`src/rtl/mips_cpu_pkg.sv`:
```
// Shared types for the MIPS load/store unit: operation and FSM encodings,
// byte-offset mask and the misalignment rule.
package mips_cpu_pkg;

  typedef enum logic [2:0] {LB, LBU, LH, LHU, LW, SB, SH, SW} lsu_op_t;

  typedef enum logic [2:0] {IDLE, RD, WAIT, WR, DONE} lsu_state_t;

  // Byte-offset bits inside a word; cleared to form the memory word address.
  localparam logic [1:0] LSU_WORD_MASK = 2'b11;

  function automatic logic lsu_misaligned(lsu_op_t op, logic [1:0] lo);
    case (op)
      LH, LHU, SH: return lo[0];
      LW, SW:      return lo != 2'b00;
      default:     return 1'b0;
    endcase
  endfunction

endpackage

```
`src/rtl/mips_cpu_lsu_rmw_if.sv`:
```
// CPU request/response channel plus word-memory bus of the load/store unit.
// slave = the LSU itself, master = CPU core and data memory around it.
interface mips_cpu_lsu_rmw_if
  import mips_cpu_pkg::*;
#(
  parameter int ADDR_W = 32
) ();
  logic              req_valid;
  logic              req_ready;
  lsu_op_t           req_op;
  logic [ADDR_W-1:0] req_addr;
  logic [31:0]       req_wdata;
  logic              resp_valid;
  logic [31:0]       resp_rdata;
  logic              resp_exc;
  logic [ADDR_W-1:0] data_address;
  logic              data_write;
  logic              data_read;
  logic [31:0]       data_writedata;
  logic [31:0]       data_readdata;

  modport slave (
    input  req_valid, req_op, req_addr, req_wdata, data_readdata,
    output req_ready, resp_valid, resp_rdata, resp_exc,
           data_address, data_write, data_read, data_writedata
  );

  modport master (
    output req_valid, req_op, req_addr, req_wdata, data_readdata,
    input  req_ready, resp_valid, resp_rdata, resp_exc,
           data_address, data_write, data_read, data_writedata
  );
endinterface

```
`src/rtl/mips_cpu_lsu_lane.sv`:
```
// Little-endian lane logic: extracts/extends sub-word loads from a memory
// word and merges sub-word store data into it.
module mips_cpu_lsu_lane
  import mips_cpu_pkg::*;
(
  input  lsu_op_t     op,
  input  logic [1:0]  lane,
  input  logic [31:0] word,
  input  logic [31:0] wdata,
  output logic [31:0] load_data,
  output logic [31:0] merged
);
  logic signed [7:0]  byte_v;
  logic signed [15:0] half_v;

  always_comb begin
    byte_v    = word[{lane, 3'b000} +: 8];
    half_v    = word[{lane[1], 4'b0000} +: 16];
    load_data = '0;
    merged    = word;
    case (op)
      LB:  load_data = 32'(byte_v);
      LBU: load_data = {24'b0, byte_v};
      LH:  load_data = 32'(half_v);
      LHU: load_data = {16'b0, half_v};
      LW:  load_data = word;
      SB:  merged[{lane, 3'b000} +: 8]    = wdata[7:0];
      SH:  merged[{lane[1], 4'b0000} +: 16] = wdata[15:0];
      SW:  merged = wdata;
      default: ;
    endcase
  end
endmodule

```
`src/rtl/mips_cpu_lsu_rmw.sv`:
```
// Load/store unit in front of the word-only data memory: sub-word loads become
// read+extract, SB/SH become read-modify-write. Build option LSU_MISALIGN_TRAP_EN
// answers misaligned accesses immediately with resp_exc instead of aligning them.
module mips_cpu_lsu_rmw
  import mips_cpu_pkg::*;
#(
  parameter int MEM_READ_LATENCY = 1,
  parameter int ADDR_W           = 32
) (
  input logic               clk,
  input logic               reset,
  mips_cpu_lsu_rmw_if.slave bus
);
  localparam logic [2:0] CNT_LOAD = 3'(MEM_READ_LATENCY - 1);

  lsu_state_t        state, state_d;
  lsu_op_t           op_q;
  logic [ADDR_W-1:0] addr_q;
  logic [31:0]       wdata_q, word_q, load_data, merged;
  logic [2:0]        cnt;
  logic              exc_q, trap, accept, is_rmw;
  logic              req_ready, data_read, data_write, resp_valid;

`ifdef LSU_MISALIGN_TRAP_EN
  assign trap = lsu_misaligned(bus.req_op, bus.req_addr[1:0]);
`else
  assign trap = 1'b0;
`endif

  assign accept = bus.req_valid && (state == IDLE);
  assign is_rmw = (op_q == SB) || (op_q == SH);

  always_ff @(posedge clk or negedge reset) begin
    if (!reset) state <= IDLE;
    else        state <= state_d;
  end

  always_comb begin
    state_d    = state;
    req_ready  = 1'b0;
    data_read  = 1'b0;
    data_write = 1'b0;
    resp_valid = 1'b0;
    case (state)
      IDLE: begin
        req_ready = 1'b1;
        if (accept) state_d = trap ? DONE : (bus.req_op == SW) ? WR : RD;
      end
      RD: begin
        data_read = 1'b1;
        state_d   = WAIT;
      end
      WAIT: if (cnt == '0) state_d = is_rmw ? WR : DONE;
      WR: begin
        data_write = 1'b1;
        state_d    = DONE;
      end
      DONE: begin
        resp_valid = 1'b1;
        state_d    = IDLE;
      end
      default: state_d = IDLE;
    endcase
  end

  // Request fields are frozen at accept; the read word is taken when the wait count expires.
  always_ff @(posedge clk or negedge reset) begin
    if (!reset) begin
      op_q    <= LB;
      addr_q  <= '0;
      wdata_q <= '0;
      word_q  <= '0;
      cnt     <= '0;
      exc_q   <= 1'b0;
    end else begin
      if (accept) begin
        op_q    <= bus.req_op;
        addr_q  <= bus.req_addr;
        wdata_q <= bus.req_wdata;
        exc_q   <= trap;
      end
      if (state == RD)                      cnt <= CNT_LOAD;
      else if (state == WAIT && cnt != '0)  cnt <= cnt - 3'd1;
      if (state == WAIT && cnt == '0)       word_q <= bus.data_readdata;
    end
  end

  mips_cpu_lsu_lane u_lane (
    .op        (op_q),
    .lane      (addr_q[1:0]),
    .word      (word_q),
    .wdata     (wdata_q),
    .load_data (load_data),
    .merged    (merged)
  );

  assign bus.req_ready      = req_ready;
  assign bus.data_read      = data_read;
  assign bus.data_write     = data_write;
  assign bus.resp_valid     = resp_valid;
  assign bus.resp_exc       = resp_valid && exc_q;
  assign bus.resp_rdata     = (resp_valid && !exc_q) ? load_data : '0;
  assign bus.data_writedata = data_write ? merged : '0;
  assign bus.data_address   = {addr_q[ADDR_W-1:2], addr_q[1:0] & ~LSU_WORD_MASK};
endmodule

```
`src/flat_wrapper.sv`:
```
// flat-port wrapper written by rule: the top's interface ports become plain ports
module mips_cpu_lsu_rmw_flat import mips_cpu_pkg::*;
#(
  parameter int MEM_READ_LATENCY = 1,
  parameter int ADDR_W           = 32
)
  (clk, reset, bus_req_valid, bus_req_op, bus_req_addr, bus_req_wdata, bus_data_readdata, bus_req_ready, bus_resp_valid, bus_resp_rdata, bus_resp_exc, bus_data_address, bus_data_write, bus_data_read, bus_data_writedata);
  mips_cpu_lsu_rmw_if #(.ADDR_W(ADDR_W)) bus_i ();
  input logic clk;
  input logic reset;
  input wire logic [$bits(bus_i.req_valid)-1:0] bus_req_valid;
  input wire logic [$bits(bus_i.req_op)-1:0] bus_req_op;
  input wire logic [$bits(bus_i.req_addr)-1:0] bus_req_addr;
  input wire logic [$bits(bus_i.req_wdata)-1:0] bus_req_wdata;
  input wire logic [$bits(bus_i.data_readdata)-1:0] bus_data_readdata;
  output wire logic [$bits(bus_i.req_ready)-1:0] bus_req_ready;
  output wire logic [$bits(bus_i.resp_valid)-1:0] bus_resp_valid;
  output wire logic [$bits(bus_i.resp_rdata)-1:0] bus_resp_rdata;
  output wire logic [$bits(bus_i.resp_exc)-1:0] bus_resp_exc;
  output wire logic [$bits(bus_i.data_address)-1:0] bus_data_address;
  output wire logic [$bits(bus_i.data_write)-1:0] bus_data_write;
  output wire logic [$bits(bus_i.data_read)-1:0] bus_data_read;
  output wire logic [$bits(bus_i.data_writedata)-1:0] bus_data_writedata;
  assign bus_i.req_valid = bus_req_valid;
  assign bus_i.req_op = bus_req_op;
  assign bus_i.req_addr = bus_req_addr;
  assign bus_i.req_wdata = bus_req_wdata;
  assign bus_i.data_readdata = bus_data_readdata;
  assign bus_req_ready = bus_i.req_ready;
  assign bus_resp_valid = bus_i.resp_valid;
  assign bus_resp_rdata = bus_i.resp_rdata;
  assign bus_resp_exc = bus_i.resp_exc;
  assign bus_data_address = bus_i.data_address;
  assign bus_data_write = bus_i.data_write;
  assign bus_data_read = bus_i.data_read;
  assign bus_data_writedata = bus_i.data_writedata;
  mips_cpu_lsu_rmw #(.MEM_READ_LATENCY(MEM_READ_LATENCY), .ADDR_W(ADDR_W)) u_core (.clk(clk), .reset(reset), .bus(bus_i));
endmodule
```
`config.mk`:
```
export PLATFORM = sky130hd
export DESIGN_NAME = mips_cpu_lsu_rmw_flat
export DESIGN_NICKNAME = d
export VERILOG_FILES = /design/src/rtl/mips_cpu_pkg.sv /design/src/rtl/mips_cpu_lsu_rmw_if.sv /design/src/rtl/mips_cpu_lsu_lane.sv /design/src/rtl/mips_cpu_lsu_rmw.sv /design/src/flat_wrapper.sv
export SDC_FILE = /design/constraint.sdc
export NUM_CORES = 1
export LEC_CHECK = 0
export CELL_PAD_IN_SITES_DETAIL_PLACEMENT = 0
export CELL_PAD_IN_SITES_GLOBAL_PLACEMENT = 2
export CORE_UTILIZATION = 26
export CTS_BUF_LIST = sky130_fd_sc_hd__clkbuf_4
export DETAILED_ROUTE_END_ITERATION = 12
export PLACE_DENSITY_LB_ADDON = 0.1
export SKIP_CTS_REPAIR_TIMING = 1
export SLEW_MARGIN = 15
export SYNTH_ARGS = -nofsm -noshare
export SYNTH_HDL_FRONTEND = slang
export SYNTH_SLANG_ARGS = --single-unit
```
`constraint.sdc`:
```
create_clock -name clk -period 3 [get_ports clk]
set_input_delay 0.6 -clock clk [delete_from_list [all_inputs] [get_ports clk]]
set_output_delay 0.6 -clock clk [all_outputs]
set_load 0.005 [all_outputs]
```
==> results.txt <==
Reg2Reg Depth: 6
Library cells used by synthesis: 47
Drt pass-1 iters: 5
Port bufs: 199
Adder-cell share of the synthesized area: 1.43%
Dpl cells: 1071
LEAKAGE: 4.38 nW
Most common cell after layout, fill and taps aside: clkdlybuf4s50_1
CTS clk-pin slew, worst paths: 170 ps
Via-per-instance ratio: 4.81
Status: finished with violations
Commonest non-fill, non-tap cells in the layout: clkdlybuf4s50_1, dfrtp_1, mux2_2
Setup violators final: 1
Highest clock rate: 329 MHz
Initial DRC count: 248
Num CTS Buffers: 9
Routed WL per cell: 19.6 um
GP Congestion: 0.834
Critical Path Max Stage Delay: 540 ps
Core box area: 22800 sq um
Synthesis-stage register bit count: 105
First-pass GRT wire length: 32400 um
Sequential fraction of the synthesis area: 43.0%
Top FF cell, synth: dfrtp_1
Synth Area in Simple Gates: 10.5%
Final worst-path cycle share: 101%
CP endpoint: bus_resp_rdata[22]
Initial cell density of the core: 26.8%
Post-route setup slack: -42.6 ps
Power per cell area: 947 nW/um^2
Drt drc: 0
Final antenna-violating net count: 0
M3 GR Usage: 4.01%
FP Rows: 55
Root Buffer: clkbuf_4
Final core occ: 39.3%
Layout cell share with drive strength beyond 1: 29.8%
Startpoint types: flop
Actual slew at the worst max-slew pin: 513 ps
Synth Area in Compound Gates: 16.7%
H-tree levels: 3
Multiplexer share of the synthesized area: 19.7%
Worst r2r dst: u_core.word_q[23]$_DFFE_PN0P_
Worst Path Max Fanout: 8
Via Count: 5352
Area of the die: 24100 sq um
Layout Skew: 19.6 ps
Worst path required time: 2400 ps
Mapped Cells: 595
Minimum clock period: 3040 ps
Nets: 902
Tot GR Track Use: 17.8%
Crit path DAT: 2440 ps
Maxcap violations: 0
Most Crowded Layer GR: met2
Failing checks: negative setup slack
Fillers: 2332
Number of synthesized flops with an enable pin: 0
Clock Sink Count: 105
Cells along the critical path: buf_12 > mux4_2 > mux2_4 > nand2_8 > buf_6 > buf_4 > a21oi_1 > clkbuf_2
Vias in the first global route: 5386
Die Height: 155 um
Worst path slowest cell: mux4_2
Worst reg2reg startpoint: u_core.cnt[0]$_DFFE_PN0P_
Worst min path class: primary input to async pin
WL final: 21900 um
Post-route insts no fill: 1113
Cell Area, Synth: 6110 sq um
M2 GR Usage: 29.3%
CTS tree: yes
Clock buffer depth: 2
Max Slew Vio Count: 0
Global route overflow: 0
Fin. Hold Viols: 0
Ys async rst share: 100%
Reg2reg setup slack: 790 ps
Width of the die: 155 um
Area growth from synthesis to layout: 46.8%
Critical path type: flop to primary output
Worst Setup End Kind: primary output
Synthesized area per cell: 10.3 sq um
Clk_lat worst skew: 490 ps
Crit path from: u_core.addr_q[1]$_DFFE_PN0P_
Unrepaired setup endpoints after global routing: yes
Detailed placement HPWL: 16000 um
Max-slew headroom: 65.8%
YS warnings: 0
Largest net degree at the start of global routing: 76
Peak VDD IR: 0.000352 V
Grt met1 use: 23.6%
I/O pin count: 203
Xor and xnor area share after synthesis: 0%
Antenna violations before repair: 1
Main combinational cell family by area after synthesis: multiplexers
## layer usage
metal  vias to the layer above  wire length [um]
met4                         0               185
met2                       169             10600
li1                       2510                 -
met5                         -                 0
met1                      2663              9610
met3                        10              1440
## where the power goes
part           leakage, nW  internal [W]  switching, W
combinational         3.07       0.00259       0.00229
clock               0.0683      0.000177      0.000523
sequential            1.24       0.00212      0.000799
## cells in the mapped netlist (all sizes together), types with 2 or more instances
cell type | instances | share of area, %
dfrtp | 105 | 43
nor2b | 3 | 0.31
a31oi | 16 | 1.6
o31ai | 2 | 0.25
mux2 | 105 | 19
buf | 62 | 7.5
a222oi | 8 | 1.3
ha | 7 | 1.4
o22ai | 3 | 0.31
and3 | 4 | 0.41
a22o | 11 | 1.6
nor3 | 5 | 0.68
nor2 | 14 | 0.86
clkbuf | 12 | 0.76
nand2 | 91 | 5.6
nor3b | 2 | 0.33
o21a | 2 | 0.25
inv | 7 | 0.43
a21o | 20 | 2.5
o21ai | 28 | 2.3
nand3b | 3 | 0.57
a22oi | 17 | 2.1
and2 | 2 | 0.20
a21oi | 50 | 4.1
or2 | 2 | 0.25
nand2b | 4 | 0.41
## sequential cells by signal (all words and copies together), names as in the netlist
name / flops
u_core.state: 3
u_core.wdata_q: 32
u_core.cnt: 3
u_core.op_q: 3
u_core.word_q: 32
u_core.addr_q: 32
## critical path, delay by kind of cell (launching register included)
| family | cells | cell delay, ps |
|---|---|---|
| buffers and inverters | 4 | 450 |
| AO/OA/AOI/OAI | 1 | 50 |
| AND/OR/NAND/NOR | 1 | 110 |
| flip-flops | 1 | 440 |
| multiplexers | 2 | 900 |
## area by class of cell
| class | count | area (sq um) | area share (%) |
|---|---|---|---|
| Clock inverter | 7 | 52.6 | 0.586 |
| Tap cell | 313 | 392 | 4.36 |
| Clock buffer | 9 | 67.6 | 0.753 |
| Multi-Input combinational cell | 413 | 3240 | 36.1 |
| Antenna cell | 2 | 5.00 | 0.0558 |
| Sequential cell | 105 | 2630 | 29.3 |
| Timing Repair Buffer | 257 | 2550 | 28.5 |
| Inverter | 7 | 30.0 | 0.335 |
## per-stage QoR
stage                     total power [W]  worst slack [ps]  hold slack, ps  area [sq um]  TNS, ps
final                             0.00850             -42.6            23.6          8970    -42.6
after CTS                         0.00798              -533           -31.5          8430   -24610
after global placement            0.00717              93.0             477          8310        0
after global routing              0.00910              -122            1.77          8970     -485
after detailed placement          0.00724              39.5             485          8310        0
after floorplan                   0.00554              6.02             304          6120        0
## cells by family (layout without fill, tap and decap cells)
family / Yosys count / count (layout)
AO/OA/AOI/OAI: 160 / 161
adder cells (fa/ha/maj): 7 / 7
buffers and inverters: 81 / 280
flip-flops: 105 / 105
multiplexers: 106 / 106
other: 1 / 5
AND/OR/NAND/NOR: 135 / 136
## worst min path at each step
stage | endpoint | cells after the start
floorplan | u_core.addr_q[0]$_DFFE_PN0P_ | 0
global placement | u_core.wdata_q[18]$_DFFE_PN0P_ | 1
detailed placement | u_core.wdata_q[18]$_DFFE_PN0P_ | 1
CTS | u_core.addr_q[5]$_DFFE_PN0P_ | 1
global route | u_core.addr_q[12]$_DFFE_PN0P_ | 1
finish | u_core.addr_q[5]$_DFFE_PN0P_ | 1
Note: power is estimated with default switching activity, not from simulation.
